[src/rtl/match_controller.sv]
// Round/match sequencer above game_core: countdown, health tracking, round timer,
// KO freeze and round counting. All game-time counting advances on SCEN only.
module match_controller #(
  parameter int unsigned MAX_HP           = 100,
  parameter int unsigned DMG              = 10,
  parameter int unsigned COUNTDOWN_FRAMES = 180,
  parameter int unsigned FRAMES_PER_SEC   = 60,
  parameter int unsigned ROUND_SECS       = 99,
  parameter int unsigned KO_FRAMES        = 120,
  parameter int unsigned ROUNDS_TO_WIN    = 2
) (
  input  logic       clk,
  input  logic       reset,
  input  logic       SCEN,
  input  logic       start,
  input  logic       p1_hit_event,
  input  logic       p2_hit_event,
  output logic       core_reset,
  output logic       input_enable,
  output logic [2:0] state,
  output logic [7:0] p1_hp,
  output logic [7:0] p2_hp,
  output logic [1:0] p1_rounds,
  output logic [1:0] p2_rounds,
  output logic [6:0] round_timer,
  output logic [1:0] countdown,
  output logic [1:0] winner
);

  localparam int unsigned CD_STEP   = COUNTDOWN_FRAMES / 3;
  localparam int unsigned FRAME_MAX = (CD_STEP > KO_FRAMES) ? CD_STEP : KO_FRAMES;
  localparam int unsigned FW        = (FRAME_MAX > 1) ? $clog2(FRAME_MAX) : 1;
  localparam int unsigned SW        = (FRAMES_PER_SEC > 1) ? $clog2(FRAMES_PER_SEC) : 1;

  localparam logic [7:0]    HP_INIT    = 8'(MAX_HP);
  localparam logic [7:0]    DMG8       = 8'(DMG);
  localparam logic [6:0]    TIMER_INIT = 7'(ROUND_SECS);
  localparam logic [1:0]    RTW        = 2'(ROUNDS_TO_WIN);
  localparam logic [FW-1:0] CD_LAST    = FW'(CD_STEP - 1);
  localparam logic [FW-1:0] KO_LAST    = FW'(KO_FRAMES - 1);
  localparam logic [SW-1:0] SEC_LAST   = SW'(FRAMES_PER_SEC - 1);

  typedef enum logic [2:0] {
    S_IDLE       = 3'd0,
    S_COUNTDOWN  = 3'd1,
    S_FIGHT      = 3'd2,
    S_KO         = 3'd3,
    S_MATCH_OVER = 3'd4
  } state_t;

  state_t        st;
  logic          start_q;
  logic [FW-1:0] frame_cnt;
  logic [SW-1:0] sec_cnt;

  logic          start_rise;
  logic [7:0]    p1_hp_nx;
  logic [7:0]    p2_hp_nx;
  logic [6:0]    timer_nx;
  logic          sec_wrap;
  logic          round_over;
  logic [1:0]    result;
  logic          ko_done;
  logic          match_won;
  logic          enter_cd;

  assign state = st;

  function automatic logic [7:0] take_hit(input logic [7:0] hp);
    return (hp > DMG8) ? hp - DMG8 : '0;
  endfunction

  // Round end is judged on the values the FIGHT edge is about to store,
  // so a hit or timeout on the deciding cycle is always counted.
  always_comb begin
    start_rise = start & ~start_q;
    p1_hp_nx   = p2_hit_event ? take_hit(p1_hp) : p1_hp;
    p2_hp_nx   = p1_hit_event ? take_hit(p2_hp) : p2_hp;
    sec_wrap   = SCEN && (sec_cnt == SEC_LAST);
    timer_nx   = round_timer;
    if (sec_wrap && (round_timer != '0))
      timer_nx = round_timer - 7'd1;
    round_over = (p1_hp_nx == '0) || (p2_hp_nx == '0) || (timer_nx == '0);
    if (p1_hp_nx > p2_hp_nx)
      result = 2'd1;
    else if (p1_hp_nx < p2_hp_nx)
      result = 2'd2;
    else
      result = 2'd3;
    ko_done   = SCEN && (frame_cnt == KO_LAST);
    match_won = (p1_rounds >= RTW) || (p2_rounds >= RTW);
    enter_cd  = (((st == S_IDLE) || (st == S_MATCH_OVER)) && start_rise) ||
                ((st == S_KO) && ko_done && !match_won);
  end

  always_ff @(posedge clk or posedge reset) begin
    if (reset) begin
      st           <= S_IDLE;
      start_q      <= 1'b0;
      frame_cnt    <= '0;
      sec_cnt      <= '0;
      core_reset   <= 1'b1;
      input_enable <= 1'b0;
      p1_hp        <= HP_INIT;
      p2_hp        <= HP_INIT;
      p1_rounds    <= '0;
      p2_rounds    <= '0;
      round_timer  <= TIMER_INIT;
      countdown    <= 2'd3;
      winner       <= '0;
    end else begin
      start_q <= start;
      case (st)
        S_IDLE: begin
          if (start_rise)
            st <= S_COUNTDOWN;
        end
        S_COUNTDOWN: begin
          if (SCEN) begin
            if (frame_cnt == CD_LAST) begin
              frame_cnt <= '0;
              if (countdown == 2'd1) begin
                st           <= S_FIGHT;
                countdown    <= 2'd3;
                sec_cnt      <= '0;
                core_reset   <= 1'b0;
                input_enable <= 1'b1;
              end else begin
                countdown <= countdown - 2'd1;
              end
            end else begin
              frame_cnt <= frame_cnt + FW'(1);
            end
          end
        end
        S_FIGHT: begin
          p1_hp       <= p1_hp_nx;
          p2_hp       <= p2_hp_nx;
          round_timer <= timer_nx;
          if (SCEN)
            sec_cnt <= sec_wrap ? '0 : sec_cnt + SW'(1);
          if (round_over) begin
            st           <= S_KO;
            input_enable <= 1'b0;
            winner       <= result;
            frame_cnt    <= '0;
            sec_cnt      <= '0;
            if ((result == 2'd1) && (p1_rounds != 2'd3))
              p1_rounds <= p1_rounds + 2'd1;
            if ((result == 2'd2) && (p2_rounds != 2'd3))
              p2_rounds <= p2_rounds + 2'd1;
          end
        end
        S_KO: begin
          if (ko_done) begin
            frame_cnt <= '0;
            if (match_won) begin
              st         <= S_MATCH_OVER;
              core_reset <= 1'b1;
            end else begin
              st <= S_COUNTDOWN;
            end
          end else if (SCEN) begin
            frame_cnt <= frame_cnt + FW'(1);
          end
        end
        S_MATCH_OVER: begin
          if (start_rise) begin
            st        <= S_COUNTDOWN;
            p1_rounds <= '0;
            p2_rounds <= '0;
            winner    <= '0;
          end
        end
        default: st <= S_IDLE;
      endcase
      // Every path into COUNTDOWN shares the same round reload.
      if (enter_cd) begin
        p1_hp        <= HP_INIT;
        p2_hp        <= HP_INIT;
        round_timer  <= TIMER_INIT;
        countdown    <= 2'd3;
        frame_cnt    <= '0;
        sec_cnt      <= '0;
        core_reset   <= 1'b1;
        input_enable <= 1'b0;
      end
    end
  end

endmodule

[config.mk]
export PLATFORM = sky130hd
export DESIGN_NAME = match_controller
export DESIGN_NICKNAME = d
export VERILOG_FILES = /design/src/rtl/match_controller.sv
export SDC_FILE = /design/constraint.sdc
export NUM_CORES = 1
export LEC_CHECK = 0
export ABC_AREA = 1
export CAP_MARGIN = 20
export CORE_UTILIZATION = 57
export CTS_CLUSTER_DIAMETER = 40
export CTS_CLUSTER_SIZE = 40
export DETAILED_ROUTE_END_ITERATION = 16
export GPL_TIMING_DRIVEN = 0
export HOLD_SLACK_MARGIN = 0.02
export PLACE_DENSITY = 0.85
export SLEW_MARGIN = 0
export SYNTH_ARGS = -nofsm -noshare
export SYNTH_HDL_FRONTEND = slang
export SYNTH_SLANG_ARGS = --single-unit
[constraint.sdc]
create_clock -name clk -period 3.14 [get_ports clk]
set_clock_uncertainty 0.2 [all_clocks]
set_input_delay 0.628 -clock clk [delete_from_list [all_inputs] [get_ports clk]]
set_output_delay 0.628 -clock clk [all_outputs]
set_load 0.005 [all_outputs]
After elaboration in Yosys (flattened, before gate mapping)
Cells that the tools add are included.
{"block": "op_classes", "add_sub_neg": 8, "n_lt_le_gt_ge": 6, "eq_ne": 29, "muxes": 63, "bitwise": 2, "reduce_logical": 37}
{"op": "8-bit two-way mux", "n": 8}
{"op": "7-bit two-way mux", "n": 9}
{"op": "6-bit two-way mux", "n": 7}
{"op": "2-bit two-way mux", "n": 12}
{"op": "3-bit two-way mux", "n": 7}
{"op": "7-bit one-hot mux with 3 select lines", "n": 1}
{"op": "2-bit inequality test (second input constant)", "n": 10}
{"op": "3-bit inequality test (second input constant)", "n": 6}
{"op": "8-bit by 4-bit > comparator with 1-bit output (second input constant)", "n": 2}
{"op": "8-bit logical NOT", "n": 2}
{"op": "8-bit by 4-bit subtractor with 8-bit output (second input constant)", "n": 2}
{"op": "1-bit two-way mux", "n": 12}
{"op": "2-bit one-hot mux with 2 select lines", "n": 3}
{"op": "3-bit one-hot mux with 4 select lines", "n": 1}
{"op": "6-bit one-hot mux with 2 select lines", "n": 1}
{"op": "4-bit AND reduction", "n": 3}
{"op": "6-bit AND reduction", "n": 2}
{"op": "5-bit AND reduction", "n": 2}
{"op": "2-bit nonzero test", "n": 5}
{"op": "8-bit > comparator", "n": 1}
{"op": "1-bit logical AND", "n": 8}
{"op": "8-bit less-than comparator", "n": 1}
{"op": "4-bit inequality test (second input constant)", "n": 2}
{"op": "7-bit by 1-bit adder with 7-bit output (second input constant)", "n": 1}
{"op": "26 further kinds", "n": 37}
{"block": "totals", "reg_bits": 50, "input_bits": 6, "out_inout_bits": 36, "wordCells": 158}

Logic depth before layout (Yosys ltp)
{"block": "logic_depth", "depth_word": 11, "mapped_depth": 21, "depth_no_buf": 21}

Least setup slack after synthesis
OpenSTA, ideal clock, no wires.
{"block": "synth_timing", "path_kind": "register -> register", "start": "register p1_hp[2]", "end": "register p1_rounds[1]", "arrival_ns": 2.343, "t_required_ns": 2.823, "slack_ns": 0.479, "path_stages_with_launch": 21, "synth_period_minus_slack_ns": 2.661, "cell_sequence": "dfstp_2 > inv_1 > ha_1 > inv_1 > nand2_1 > nand4_1 > nand2_1 > nand3_1 > inv_1 > ha_1 > nand2_1 > nor2_1 > nand3_1 > a21oi_1 > nand2_1 > nand2_1 > nand3_1 > nand2_1 > nand3_1 > nand2_1 > nand2_1"}
{"block": "synth_between", "elab_chain_len": 10, "word_cells_on_any_way": 16}
{"item": "from (decl)", "line": "21", "rtl": "output logic [7:0] p1_hp,"}
{"item": "from (signal assigned)", "line": "137", "rtl": "p1_hp <= p1_hp_nx;"}
{"item": "8-bit by 4-bit subtractor with 8-bit output / 8-bit by 4-bit > comparator with 1-bit output (equally long branches)", "line": "70", "rtl": "return (hp > DMG8) ? hp - DMG8 : '0;"}
{"item": "8-bit two-way mux", "line": "70"}
{"item": "8-bit two-way mux (*)", "line": "77", "rtl": "p1_hp_nx = p2_hit_event ? take_hit(p1_hp) : p1_hp;"}
{"item": "8-bit less-than comparator", "line": "86", "rtl": "else if (p1_hp_nx < p2_hp_nx)"}
{"item": "1-bit two-way mux", "line": "86"}
{"item": "2-bit two-way mux", "line": "84", "rtl": "if (p1_hp_nx > p2_hp_nx)"}
{"item": "2-bit by 1-bit == test with 1-bit output", "line": "148", "rtl": "if ((result == 2'd1) && (p1_rounds != 2'd3))"}
{"item": "1-bit logical AND", "line": "148"}
{"item": "2-bit inequality test (no line)"}
{"item": "4-bit AND reduction (no line) (*)"}
{"item": "to (signal assigned)", "line": "149", "rtl": "p1_rounds <= p1_rounds + 2'd1;"}
{"item": "to (decl)", "line": "23", "rtl": "output logic [1:0] p1_rounds,"}
Every way passes the cells marked *; elsewhere a longest branch is shown, timed or not.
A chain may end at the register's enable or synchronous reset.

Worst setup path in the final report
Ends and elaborated chain as after synthesis.

==> out/metrics.csv <==
stage;metric;value;unit
run_status;status;finished, final reports clean;
sta;worstMarginPinSlew;0.5408;ns
global_routing;grt_pass1_vias;3463;
min_path;min_path_type;reg2reg;
setup_path;crit_path_max_incr_delay;0.55;ns
floorplan;coreArea;6061;µm²
clock_network;htreeDepth;2;
synthesis;postSynth.asyncResetShare;1.000;
setup_path;cp.required;3.14;ns
setup_path;arrival;2.93;ns
clock_network;ctsRootBufferMaster;clkbuf_8;
route;drt_iter0_drc;188;
final_layout;multi_input_area;2077;µm²
floorplan;dieArea;6747;µm²
final_layout;layout.nets;613;
clock_network;cts_hold_buf;0;
synthesis;avgSynthCellArea;6.805;µm²
synthesis;syn-instance-count;538;
synthesis;synth-edff-count;0;
final_layout;antenna-diode-count;0;
sta;slew_headroom;0.6395;
setup_path;critPathMaxFanout;4;
setup_path;rrSetupSlack;0.21;ns
route;drc;0;
global_routing;antenna_found_initial;0;
synthesis;synth_cell_types;38;
synthesis;yosysWarnings;0;
place;routabilityCongestion;0.8685;
setup_path;critPathKind;reg2reg;
sta;hold_viol_final;0;
setup_path;cp_slowest_cell;dfstp_2;
setup_path;crit_chain;inv_1 > ha_1 > inv_2 > nand2_1 > nand4_1 > nand2_1 > nand3_4 > inv_1 > ha_4 > nand2_1 > nor2_1 > nand3_1 > a21oi_2 > nand2_1 > nand2_2 > nand3_1 > nand2_2 > nand3_1 > nand2_1 > nand2_1;
sta;period_needed;2.931;ns
route;wire_per_inst;14.25;µm
global_routing;grt-ovfl-total;0;
setup_path;start_kind;flop;
sta;period_share;0.9334;
global_routing;track_usage;0.2968;
sta;setup_viol;0;
place;io_buffers;40;
synthesis;ys_ff_latch;50;
floorplan;ios;42;
power_and_ir_drop;total_power;3682;µW
clock_network;clkTransAtPathRegs;0.09;ns
power_and_ir_drop;power.leakage;0.002285;µW
floorplan;die_y;82.14;µm
power_and_ir_drop;p_per_area;842.4;nW/µm²
final_layout;area_growth;19.38;%
synthesis;ys_seq_area_frac;0.3462;
route;vias;3778;
synthesis;synth_top_flop_cell;dfrtp_1;
floorplan;start_util;0.6040;
clock_network;cts.sink_count;50;
place;dp.final_hpwl;6709;µm
clock_network;cts_tree;yes;
route;avgViaCountPerCell;5.673;
route;ant_nets;0;
global_routing;grt_pass1_wl;15350;µm
route;drt_wl_total;9493;µm
floorplan;fp.dieW;82.14;µm
synthesis;netlist_area;3661;µm²
global_routing;grt_max_degree;35;
sta;finalMaxSlewViolations;0;
clock_network;cts_made_buffers;5;
setup_path;endpoint_kind;flop;
final_layout;drive_gt1_frac;0.1337;
setup_path;crit_top_cell;nand2_1;
final_layout;fillers;496;
run;maxCapViolations;0;
power_and_ir_drop;vdd_ir_drop_max;0.0005052;V
sta;fmax;0.3412;GHz
clock_network;clk_latency;0.31;ns
final_layout;seqCellArea;1270;µm²
synthesis;synth.net_count;561;
clock_network;clock_path_buffers;2;
route;dr.pass1.iters;5;
sta;tns;0;ns
floorplan;num_rows;28;
synth_stat cells (2+ instances only):
| cell | count | area (µm²) |
|---|---|---|
| nand2_1 | 176 | 660.6 |
| o21ai_1 | 7 | 35.03 |
| nor3_1 | 7 | 35.03 |
| nand4_1 | 20 | 125.1 |
| or2_2 | 2 | 12.51 |
| nand2_4 | 2 | 22.52 |
| ha_1 | 17 | 212.7 |
| nand3_1 | 41 | 205.2 |
| o22ai_1 | 15 | 93.84 |
| o21ai_0 | 14 | 70.07 |
| nand3_2 | 2 | 20.02 |
| nor2_1 | 49 | 183.9 |
| inv_2 | 14 | 52.55 |
| clkbuf_1 | 2 | 7.510 |
| dfrtp_1 | 37 | 925.9 |
| a211oi_1 | 2 | 15.01 |
| inv_1 | 70 | 262.8 |
| nor2_2 | 6 | 37.54 |
| buf_4 | 2 | 15.01 |
| buf_2 | 3 | 15.01 |
| dfstp_2 | 13 | 341.6 |
| nand3b_1 | 3 | 22.52 |
| xor2_1 | 5 | 43.79 |
| a21oi_1 | 13 | 65.06 |
| nand3_4 | 2 | 35.03 |
| nor2_4 | 2 | 22.52 |
sequential cells by signal (all words and copies together) (netlist names):
register	count
start_q	1
p1_hp	8
state	3
p2_hp	8
sec_cnt	6
winner	2
p1_rounds	2
frame_cnt	7
input_enable	1
core_reset	1
p2_rounds	2
countdown	2
round_timer	7
final cells by class:
class                   count  area share
clock inverters             1    0.006871
plain buffers               8     0.01260
repair buffers             45      0.1036
flip-flops and latches     50      0.2906
inverters                  84     0.07214
clock buffers               7     0.01746
well taps                  75     0.02147
multi-input cells         396      0.4752
power by group:
| part | internal, µW | switching, µW |
|---|---|---|
| clock network | 239 | 225 |
| logic | 848 | 1270 |
| registers | 863 | 238 |
routing by layer:
layer | vias to the layer above | share of wire | track usage
met3 | 10 | 0.060 | 0.04396
met1 | 1763 | 0.45 | 0.3926
met5 | - | 0 | 0
met2 | 159 | 0.48 | 0.5033
li1 | 1846 | - | -
met4 | 0 | 0.012 | 0.08246
per-stage QoR:
stage	hold WS, ns	instance area (µm²)	utilization	cells	worst slack (ns)
after global placement	0.2569	4155	0.6856	653	-0.2410
after CTS	0.2827	4284	0.7069	662	0.02700
final	0.2839	4370	0.7211	666	0.2091
after global routing	0.3200	4370	0.7211	666	-0.01065
after detailed placement	0.2617	4175	0.6889	654	-0.3128
after floorplan	0.2419	3661	-	538	0.4794
worst max-delay path: cells and delay by family (launching register included):
kind	cells	cell delay, ns
flip-flops	1	0.55
AO/OA/AOI/OAI	1	0.16
AND/OR/NAND/NOR	14	1.22
adder cells (fa/ha/maj)	2	0.45
buffers and inverters	3	0.23
kinds of logic (layout without fill, tap and decap cells):
| family | Yosys count | after routing | synth area share |
|---|---|---|---|
| simple gates | 316 | 316 | 0.3900 |
| flops | 50 | 50 | 0.3462 |
| buf+inv | 92 | 145 | 0.09945 |
| xor+xnor | 5 | 5 | 0.01196 |
| compound gates | 58 | 58 | 0.09433 |
| fa+ha+maj | 17 | 17 | 0.05810 |
repair_timing:
action | 4_1_cts | 5_1_grt
setup endpoints to repair | 4 | 5
cloned | 0 | 0
gates resized for setup | 1 | 15
setup buffers | 0 | 4
final timing paths:
check	start	depth (start not counted)	endpoint
worst max-delay path	p1_hp[2]	20	p1_rounds[1]
worst min-delay path	frame_cnt[6]	2	frame_cnt[6]
worst max register to register	p1_hp[2]	20	p1_rounds[1]
worst min register to register	frame_cnt[6]	2	frame_cnt[6]
max in group asynchronous	reset	3	p1_hp[2]
min in group asynchronous	reset	2	round_timer[3]
placed cells by master (no fill, tap or decap), types with 11 or more instances in the layout:
cell	n
a21oi_1	11
clkdlybuf4s50_1	39
dfrtp_1	35
dfstp_2	13
ha_1	16
inv_1	68
inv_2	16
nand2_1	174
nand3_1	38
nand4_1	20
nor2_1	49
o21ai_0	13
o22ai_1	15
No activity file was read; power rests on OpenSTA's default activity.
